===== config.mk =====
export PLATFORM = sky130hd
export DESIGN_NAME = bldc_cmd_sequencer
export DESIGN_NICKNAME = d
export VERILOG_FILES = /design/src/rtl/bldc_cmd_sequencer.sv
export SDC_FILE = /design/constraint.sdc
export NUM_CORES = 1
export LEC_CHECK = 0
export ABC_AREA = 1
export CELL_PAD_IN_SITES_DETAIL_PLACEMENT = 0
export CELL_PAD_IN_SITES_GLOBAL_PLACEMENT = 2
export CORE_MARGIN = 5
export CORE_UTILIZATION = 37
export CTS_CLUSTER_DIAMETER = 150
export CTS_CLUSTER_SIZE = 10
export DETAILED_ROUTE_END_ITERATION = 16
export PLACE_DENSITY_LB_ADDON = 0.1
export SLEW_MARGIN = 30
export SYNTH_ARGS = -nofsm -noshare
export SYNTH_HDL_FRONTEND = slang
export SYNTH_SLANG_ARGS = --single-unit

===== constraint.sdc =====
create_clock -name clk -period 14.1 [get_ports clk]
set_clock_uncertainty 0.1 [all_clocks]
set_input_delay 2.115 -clock clk [delete_from_list [all_inputs] [get_ports clk]]
set_output_delay 2.115 -clock clk [all_outputs]
set_load 0.01 [all_outputs]

===== src/rtl/bldc_cmd_sequencer.sv =====
// bldc_cmd_sequencer: per-motor command scheduler for BLDC driver channels.
// Accepts duty/direction commands, slew-limits each channel on a shared prescaler tick,
// sequences reversals through ramp-to-zero plus a dead dwell, runs a command watchdog and
// recovers driver faults by pulsing the enable low a bounded number of times.
module bldc_cmd_sequencer #(
    parameter int unsigned NUM_MOTORS    = 5,
    parameter int unsigned DUTY_WIDTH    = 10,
    parameter int unsigned TICK_DIV      = 1024,
    parameter int unsigned SLEW_STEP     = 4,
    parameter int unsigned REVERSE_DWELL = 16,
    parameter int unsigned WDT_TICKS     = 2000,
    parameter int unsigned FAULT_HOLD    = 2,
    parameter int unsigned MAX_RETRIES   = 3
) (
    input  logic                             clk,
    input  logic                             rst,
    input  logic                             cmd_valid,
    output logic                             cmd_ready,
    input  logic [$clog2(NUM_MOTORS)-1:0]    cmd_motor,
    input  logic [DUTY_WIDTH-1:0]            cmd_duty,
    input  logic                             cmd_dir,
    output logic                             cmd_err,
    input  logic [NUM_MOTORS-1:0]            motor_fault,
    output logic [NUM_MOTORS-1:0]            motor_en,
    output logic [NUM_MOTORS*DUTY_WIDTH-1:0] motor_duty,
    output logic [NUM_MOTORS-1:0]            motor_dir,
    output logic [NUM_MOTORS-1:0]            motor_dead,
    output logic                             wdt_expired
);

    localparam int unsigned IDX_W    = $clog2(NUM_MOTORS);
    localparam int unsigned PRE_W    = (TICK_DIV > 1) ? $clog2(TICK_DIV) : 1;
    localparam int unsigned WDT_W    = $clog2(WDT_TICKS + 1);
    localparam int unsigned DWL_W    = (REVERSE_DWELL > 1) ? $clog2(REVERSE_DWELL) : 1;
    localparam int unsigned HOLD_W   = (FAULT_HOLD > 1) ? $clog2(FAULT_HOLD) : 1;
    localparam int unsigned RET_W    = $clog2(MAX_RETRIES + 2);
    localparam int unsigned MAX_DUTY = (1 << DUTY_WIDTH) - 1;
    localparam logic [DUTY_WIDTH-1:0] STEP =
        (SLEW_STEP > MAX_DUTY) ? {DUTY_WIDTH{1'b1}} : DUTY_WIDTH'(SLEW_STEP);

    typedef enum logic [2:0] {StIdle, StRamp, StDwell, StFaultClr, StDead} state_e;

    // Shared control state
    logic                  ready_q;
    logic                  err_q, err_d;
    logic                  wdt_exp_q, wdt_exp_d;
    logic [PRE_W-1:0]      pre_q, pre_d;
    logic [WDT_W-1:0]      wdt_q, wdt_d;
    logic [NUM_MOTORS-1:0] fault_q;
    logic                  accept, bad_idx, tick, wdt_fire;

    // Per-channel state
    state_e                state_q [NUM_MOTORS];
    state_e                state_d [NUM_MOTORS];
    logic [DUTY_WIDTH-1:0] duty_q  [NUM_MOTORS];
    logic [DUTY_WIDTH-1:0] duty_d  [NUM_MOTORS];
    logic [DUTY_WIDTH-1:0] tgt_q   [NUM_MOTORS];
    logic [DUTY_WIDTH-1:0] tgt_d   [NUM_MOTORS];
    logic [RET_W-1:0]      retry_q [NUM_MOTORS];
    logic [RET_W-1:0]      retry_d [NUM_MOTORS];
    logic [DWL_W-1:0]      dwell_q [NUM_MOTORS];
    logic [DWL_W-1:0]      dwell_d [NUM_MOTORS];
    logic [HOLD_W-1:0]     hold_q  [NUM_MOTORS];
    logic [HOLD_W-1:0]     hold_d  [NUM_MOTORS];
    logic [NUM_MOTORS-1:0] dir_q, dir_d, tdir_q, tdir_d;

    logic [DUTY_WIDTH-1:0] goal, diff;
    logic                  mismatch;

    // Handshake decode, prescaler and watchdog next-state
    always_comb begin
        accept    = cmd_valid & ready_q;
        bad_idx   = ({{(32 - IDX_W){1'b0}}, cmd_motor} >= NUM_MOTORS);
        tick      = (pre_q == PRE_W'(TICK_DIV - 1));
        pre_d     = tick ? '0 : pre_q + PRE_W'(1);
        err_d     = accept & bad_idx;
        wdt_fire  = tick & ~accept & (wdt_q == WDT_W'(WDT_TICKS - 1));
        wdt_d     = wdt_q;
        wdt_exp_d = wdt_exp_q;
        if (accept) begin
            // Any accepted command, even a dropped bad-index one, feeds the watchdog
            wdt_d     = '0;
            wdt_exp_d = 1'b0;
        end else if (tick && (wdt_q != WDT_W'(WDT_TICKS))) begin
            wdt_d = wdt_q + WDT_W'(1);
        end
        if (wdt_fire) begin
            wdt_exp_d = 1'b1;
        end
    end

    // Per-channel target update and FSM next-state
    always_comb begin
        goal     = '0;
        diff     = '0;
        mismatch = 1'b0;
        dir_d    = dir_q;
        tdir_d   = tdir_q;
        for (int i = 0; i < NUM_MOTORS; i++) begin
            state_d[i] = state_q[i];
            duty_d[i]  = duty_q[i];
            tgt_d[i]   = tgt_q[i];
            retry_d[i] = retry_q[i];
            dwell_d[i] = dwell_q[i];
            hold_d[i]  = hold_q[i];

            if (wdt_fire) begin
                tgt_d[i] = '0;
            end
            if (accept && !bad_idx && (cmd_motor == IDX_W'(i))) begin
                tgt_d[i]  = cmd_duty;
                tdir_d[i] = cmd_dir;
                if (cmd_duty == '0) begin
                    retry_d[i] = '0;
                end
            end

            mismatch = (dir_q[i] != tdir_q[i]);
            goal     = mismatch ? '0 : tgt_q[i];

            unique case (state_q[i])
                StIdle: begin
                    duty_d[i] = '0;
                    if (fault_q[i]) begin
                        state_d[i] = StFaultClr;
                        hold_d[i]  = '0;
                        retry_d[i] = retry_q[i] + RET_W'(1);
                    end else if (tgt_q[i] != '0) begin
                        state_d[i] = StRamp;
                        dir_d[i]   = tdir_q[i];
                    end
                end
                StRamp: begin
                    if (fault_q[i]) begin
                        state_d[i] = StFaultClr;
                        duty_d[i]  = '0;
                        hold_d[i]  = '0;
                        retry_d[i] = retry_q[i] + RET_W'(1);
                    end else if ((duty_q[i] == '0) && (tgt_q[i] == '0)) begin
                        state_d[i] = StIdle;
                    end else if ((duty_q[i] == '0) && mismatch) begin
                        state_d[i] = StDwell;
                        dwell_d[i] = '0;
                    end else if (tick) begin
                        // Step by at most STEP, never past the goal
                        if (goal > duty_q[i]) begin
                            diff      = goal - duty_q[i];
                            duty_d[i] = duty_q[i] + ((diff > STEP) ? STEP : diff);
                        end else begin
                            diff      = duty_q[i] - goal;
                            duty_d[i] = duty_q[i] - ((diff > STEP) ? STEP : diff);
                        end
                    end
                end
                StDwell: begin
                    duty_d[i] = '0;
                    if (tick) begin
                        if (dwell_q[i] == DWL_W'(REVERSE_DWELL - 1)) begin
                            dir_d[i]   = tdir_q[i];
                            state_d[i] = StRamp;
                        end else begin
                            dwell_d[i] = dwell_q[i] + DWL_W'(1);
                        end
                    end
                end
                StFaultClr: begin
                    duty_d[i] = '0;
                    if (hold_q[i] == HOLD_W'(FAULT_HOLD - 1)) begin
                        state_d[i] = (retry_q[i] > RET_W'(MAX_RETRIES)) ? StDead : StIdle;
                    end else begin
                        hold_d[i] = hold_q[i] + HOLD_W'(1);
                    end
                end
                StDead: begin
                    duty_d[i] = '0;
                end
                default: begin
                    state_d[i] = StIdle;
                    duty_d[i]  = '0;
                end
            endcase
        end
    end

    // Shared state registers; the fault inputs are synchronised here
    always_ff @(posedge clk) begin
        if (rst) begin
            ready_q   <= 1'b0;
            err_q     <= 1'b0;
            wdt_exp_q <= 1'b0;
            pre_q     <= '0;
            wdt_q     <= '0;
            fault_q   <= '0;
        end else begin
            ready_q   <= 1'b1;
            err_q     <= err_d;
            wdt_exp_q <= wdt_exp_d;
            pre_q     <= pre_d;
            wdt_q     <= wdt_d;
            fault_q   <= motor_fault;
        end
    end

    // Per-channel state registers
    always_ff @(posedge clk) begin
        if (rst) begin
            dir_q  <= '0;
            tdir_q <= '0;
            for (int i = 0; i < NUM_MOTORS; i++) begin
                state_q[i] <= StIdle;
                duty_q[i]  <= '0;
                tgt_q[i]   <= '0;
                retry_q[i] <= '0;
                dwell_q[i] <= '0;
                hold_q[i]  <= '0;
            end
        end else begin
            dir_q  <= dir_d;
            tdir_q <= tdir_d;
            for (int i = 0; i < NUM_MOTORS; i++) begin
                state_q[i] <= state_d[i];
                duty_q[i]  <= duty_d[i];
                tgt_q[i]   <= tgt_d[i];
                retry_q[i] <= retry_d[i];
                dwell_q[i] <= dwell_d[i];
                hold_q[i]  <= hold_d[i];
            end
        end
    end

    // Output decode; enables stay low until the first clock out of reset
    always_comb begin
        cmd_ready   = ready_q;
        cmd_err     = err_q;
        wdt_expired = wdt_exp_q;
        motor_dir   = dir_q;
        motor_en    = '0;
        motor_dead  = '0;
        motor_duty  = '0;
        for (int i = 0; i < NUM_MOTORS; i++) begin
            motor_en[i]   = ready_q & ((state_q[i] == StIdle) || (state_q[i] == StRamp));
            motor_dead[i] = (state_q[i] == StDead);
            motor_duty[i*DUTY_WIDTH +: DUTY_WIDTH] = duty_q[i];
        end
    end

endmodule


# Yosys cells after proc, flatten, opt, wreduce, memory -nomap -nowiden
# Memory sizes are Yosys's and may differ from the RTL's.
# Index checks and enable logic that the tools add are counted.
# word_totals
word_cells	470
mem_bits_rw	155
memories	6
ff_bits	39
# op_classes
muxes	230
n_reduce_logical	63
addsub	37
order_cmp	21
eq_ne	57
bitwise_logic	40
# memory_table
name	depth	word_bits	rd	rd_clocked_by_memory_dff	write_ports	line	text
duty_q	5	10	5	0	5	55	logic [DUTY_WIDTH-1:0] duty_q [NUM_MOTORS];
tgt_q	5	10	5	0	5	57	logic [DUTY_WIDTH-1:0] tgt_q [NUM_MOTORS];
dwell_q	5	4	5	0	5	61	logic [DWL_W-1:0] dwell_q [NUM_MOTORS];
retry_q	5	3	5	0	5	59	logic [RET_W-1:0] retry_q [NUM_MOTORS];
state_q	5	3	5	0	5	53	state_e state_q [NUM_MOTORS];
hold_q	5	1	5	0	5	63	logic [HOLD_W-1:0] hold_q [NUM_MOTORS];
# op_table
cell	count
2-to-1 mux 10 bit	65
2-to-1 mux 3 bit	75
subtractor 10 bit	15
2-to-1 mux 4 bit	30
logical NOT 10 bit	11
greater-than comparator 10 x 3 -> 1 bit, second input constant	10
case mux 3 bit (5 select lines)	5
adder 10 bit	5
greater-than comparator 10 bit	5
nonzero test 10 bit	5
2-to-1 mux 1 bit	40
!= test 2 bit, second input constant	20
case mux 4 bit (2 select lines)	5
equality test 3 x 2 -> 1 bit, second input constant	12
OR 1 bit	30
AND reduction 5 bit	5
adder 4 x 1 -> 4 bit, second input constant	5
equality test 4 bit, second input constant	5
case mux 1 bit (2 select lines)	10
equality test 3 x 1 -> 1 bit, second input constant	6
equality test 3 bit, second input constant	6
logical NOT 3 bit	6
logical AND 1 bit	17
adder 3 x 1 -> 3 bit, second input constant	5
15 further kinds	50

# Longest topological paths before layout
# logic_depth
depth_word	13
mapped_depth	34
depth_no_buf	33

# Least setup slack after synthesis
# OpenSTA, ideal clock, no wires.
# synth_timing
kind	register to register
from	register dir_q[0] (netlist: motor_dir[0])
to	memory duty_q[0][7]
arrival_time_ps	4299
path_slack_ps	9581
path_stages_with_launch	34
synth_period_minus_slack_ps	4519
setup_time_ps	120
n_path_buf	1
path_cell_list	dfxtp_1 -> xor2_1 -> clkbuf_1 -> nor2_1 -> inv_1 -> ha_1 -> fa_1 -> inv_1 -> nand2_1 -> nand2_1 -> nand2_1 -> nand3_1 -> nand2_1 -> nor2_1 -> and2_1 -> nand2_1 -> inv_2 -> nor2_1 -> or2_1 -> ha_1 -> xor2_1 -> nand2_1 -> o21ai_0 -> ha_1 -> a21oi_1 -> o21ai_0 -> nand2_1 -> nand2_1 -> a21oi_1 -> inv_1 -> a21oi_1 -> o21ai_0 -> xnor2_1 -> a21oi_1
# synth_rtl
item	line	text
start: declaration	65	logic [NUM_MOTORS-1:0] dir_q, dir_d, tdir_q, tdir_d;
start signal: assignment	218	dir_q <= dir_d;
end: declaration	55	

==> qor.txt <==
Grt ovf -> 0
Final Hold Fails -> 0
CTS Hold Buffers Added -> 0
ANT cells -> 0
Initial antenna violation count -> 0
Hpwl dp -> 38.6 mm
Fin area -> 18800 µm²
CP Launch Type -> flip-flop
Yosys warning count -> 0
Distinct cells, synth -> 60
# resized after CTS -> 0
Routed vias/inst -> 4.97
Max-Cap Viols -> 0
First-pass GRT wire length -> 78.7 mm
Clock buffer depth -> 2
Hold Crit Class -> reg -> reg
Port buffer count -> 89
Syn Nets -> 2783
CTS root buf -> clkbuf_16
Worst path slowest cell -> xor2_1
Post-Syn Area per Cell -> 6.48 µm²
CP peak stage delay -> 0.57 ns
Nets -> 2840
Post-route total power -> 1900 µW
Area growth syn-to-layout -> 12.1%
Clk slew on worst S/H paths -> 0.08 ns
Slew headroom -> 48.8%
Synth Area in Compound Gates -> 14.8%
Core area -> 45100 µm²
Setup bufs post-CTS -> 0
Area post-placement -> 18100 µm²
GRT Util Overall -> 19.3%
Seq cells post-synth -> 194
Io pins -> 90
XOR/XNOR Fraction of Synth Area -> 4.82%
FP Rows -> 78
Synth Instances -> 2583
Initial core utilization -> 37.1%
Crit path DAT -> 5.58 ns
Simple-Gate Fraction of Synth Area -> 31.0%
Clock Latency Late Sink -> 0.48 ns
Synthesized area -> 16700 µm²
Via count -> 16200
Layout cell share with drive strength beyond 1 -> 5.21%
Slew @ Worst Pin -> 0.764 ns
Final-report max-slew violation count -> 0
RSZ-0062 raised after global routing -> false
Worst Path Required -> 14.36 ns
DIE AREA -> 49600 µm²
CP max FO -> 11
Async set-reset flop share out of synthesis -> 0%
Mux cell area share after synthesis -> 0%
Pre-Repair DR Iteration Count -> 5
Drt initial violations -> 920
Wire length per cell -> 15.0 µm
Largest family of logic cells by synthesized area -> simple AND/OR/NAND/NOR gates
Power Density -> 101 nW/µm²
Placer Congestion -> 0.888
Crit end category -> flip-flop
Top FF cell, synth -> dfxtp_1
Register area share after synthesis -> 23.2%
Post-synthesis adder-cell area fraction -> 14.0%
Total Routed Length -> 48.8 mm
Clock buffer count from CTS -> 17
Antenna viol nets, final -> 0
Clk sink count -> 194
Largest net degree at the start of global routing -> 46
CP Class -> reg -> reg
Leakage power -> 0.00864 µW
Crit share post-route -> 37.7%
Vias in the first global route -> 15300
Tmin final -> 5.32 ns
Die W -> 223 µm
Status -> complete, no violations
DRC viols -> 0
CTS tree -> done
Chip height -> 223 µm
Fmax -> 188 MHz
# setup viols final -> 0
Most used cell, CP -> nand2_1
H-tree Lvls -> 4
Post-synth EDFFs -> 0
Maximum VDD drop -> 0.127 mV
Setup TNS Final -> 0 ns
-- stage by stage --
stage	setup slack [ns]	hold WS, ns	std cells	util [%]
after floorplan	9.58	0.318	2583	-
after detailed placement	8.80	0.335	3220	40.2
after CTS	8.77	0.352	3250	41.6
after global routing	8.19	0.376	3251	41.7
after global placement	8.80	0.331	3220	40.2
final	8.78	0.350	3251	41.7
-- cells in the mapped netlist (3+ instances only) --
cell / count / area (µm²)
fa_1: 15 / 300
o31ai_1: 5 / 37.5
nand3_4: 4 / 70.1
nor2_1: 220 / 826
ha_1: 163 / 2040
o21ai_1: 11 / 55.1
nor3_2: 7 / 70.1
buf_4: 11 / 82.6
o21a_1: 3 / 22.5
nor3_1: 59 / 295
and2_1: 4 / 25.0
o211ai_1: 4 / 30.0
o21ai_0: 126 / 631
dfxtp_1: 194 / 3880
nor2_2: 8 / 50.1
nand2_1: 519 / 1950
nand3_1: 177 / 886
inv_1: 448 / 1680
nor3b_1: 6 / 45.0
a31oi_1: 12 / 75.1
a211oi_1: 10 / 75.1
nand3_2: 7 / 70.1
nand2_2: 24 / 150
nor4_1: 12 / 75.1
nor2_4: 6 / 67.6
xnor2_1: 16 / 140
inv_2: 11 / 41.3
nand3b_1: 7 / 52.6
buf_2: 15 / 75.1
a21oi_2: 3 / 26.3
a21oi_1: 255 / 1280
or2_1: 4 / 25.0
o2111ai_1: 3 / 26.3
a21o_1: 6 / 45.0
nand4_1: 55 / 344
buf_6: 4 / 45.0
o21bai_1: 6 / 45.0
and3_1: 3 / 18.8
a221oi_1: 3 / 26.3
xor2_1: 73 / 639
or2_2: 12 / 75.1
clkbuf_1: 30 / 113
-- registers in the layout, summed over array words and instances (netlist names) --
name	cells
cmd_err	1
cmd_ready	1
duty_q	50
dwell_q	20
fault_q	5
hold_q	5
motor_dir	5
pre_q	10
retry_q	15
state_q	15
tdir_q	5
tgt_q	50
wdt_expired	1
wdt_q	11
-- placed cells by master (no fill, tap or decap), types with 12 or more instances in the layout --
master and instances:
ha_1 163, clkbuf_16 17, clkdlybuf4s50_1 88, or2_2 12, o21ai_0 126, nor4_1 12
xor2_1 73, nand3_1 177, a21oi_1 255, fa_1 15, xnor2_1 16, a31oi_1 12
inv_1 448, nor3_1 57, nand2_1 519, dfxtp_1 194, nand4_1 55, nand2_2 24
nor2_1 220
-- final cells by class --
type / instances / area, µm²
fillers: 4879 / 26300
flip-flops and latches: 194 / 3880
well taps: 600 / 751
repair buffers: 99 / 967
clock buffers: 18 / 439
inverters: 460 / 1730
multi-input cells: 1868 / 10800
clock inverters: 12 / 184
-- report_power, final --
group	switching (µW)	total [µW]	internal [µW]
sequential	44.1	632	588
combinational	469	735	266
clock	236	537	300
total	749	1900	1150
-- worst max-delay path: cells and delay by family, from the launching register on --
family | cells | cell delay (ns)
fa+ha+maj | 3 | 1.03
compound gates | 7 | 0.94
xor+xnor | 3 | 0.89
flops | 1 | 0.37
simple gates | 14 | 1.74
buf+inv | 2 | 0.14
-- final timing paths --
| path | start | endpoint | slack, ns | cells past startpoint |
|---|---|---|---|---|
| hold / removal | pre_q[0]$_SDFF_PP0_ | pre_q[0]$_SDFF_PP0_ | 0.35 | 1 |
| hold reg to reg | pre_q[0]$_SDFF_PP0_ | pre_q[0]$_SDFF_PP0_ | 0.35 | 1 |
| setup reg to reg | tdir_q[0]$_SDFFE_PP0P_ | duty_q[0][7]$_SDFFE_PP0P_ | 8.78 | 29 |
| setup / recovery | tdir_q[0]$_SDFFE_PP0P_ | duty_q[0][7]$_SDFFE_PP0P_ | 8.78 | 29 |
-- cells by family (layout without fill, tap and decap cells) --
kind of cell	count (synthesis)	count (layout)
AND/OR/NAND/NOR	1142	1142
adder cells (fa/ha/maj)	178	178
flip-flops	194	194
XOR/XNOR	90	90
buffers and inverters	521	589
AO/OA/AOI/OAI	458	458
-- per-layer routing --
metal	wire length (µm)	share of wire (%)	GRT usage [%]	vias up
met5	0	0	0	-
met4	583	1.2	4.17	0
li1	-	-	-	8485
met3	1290	2.6	2.81	34
met2	21900	45	31.4	197
met1	25000	51	27.2	7437
Note: power is estimated with default switching activity, not from simulation.
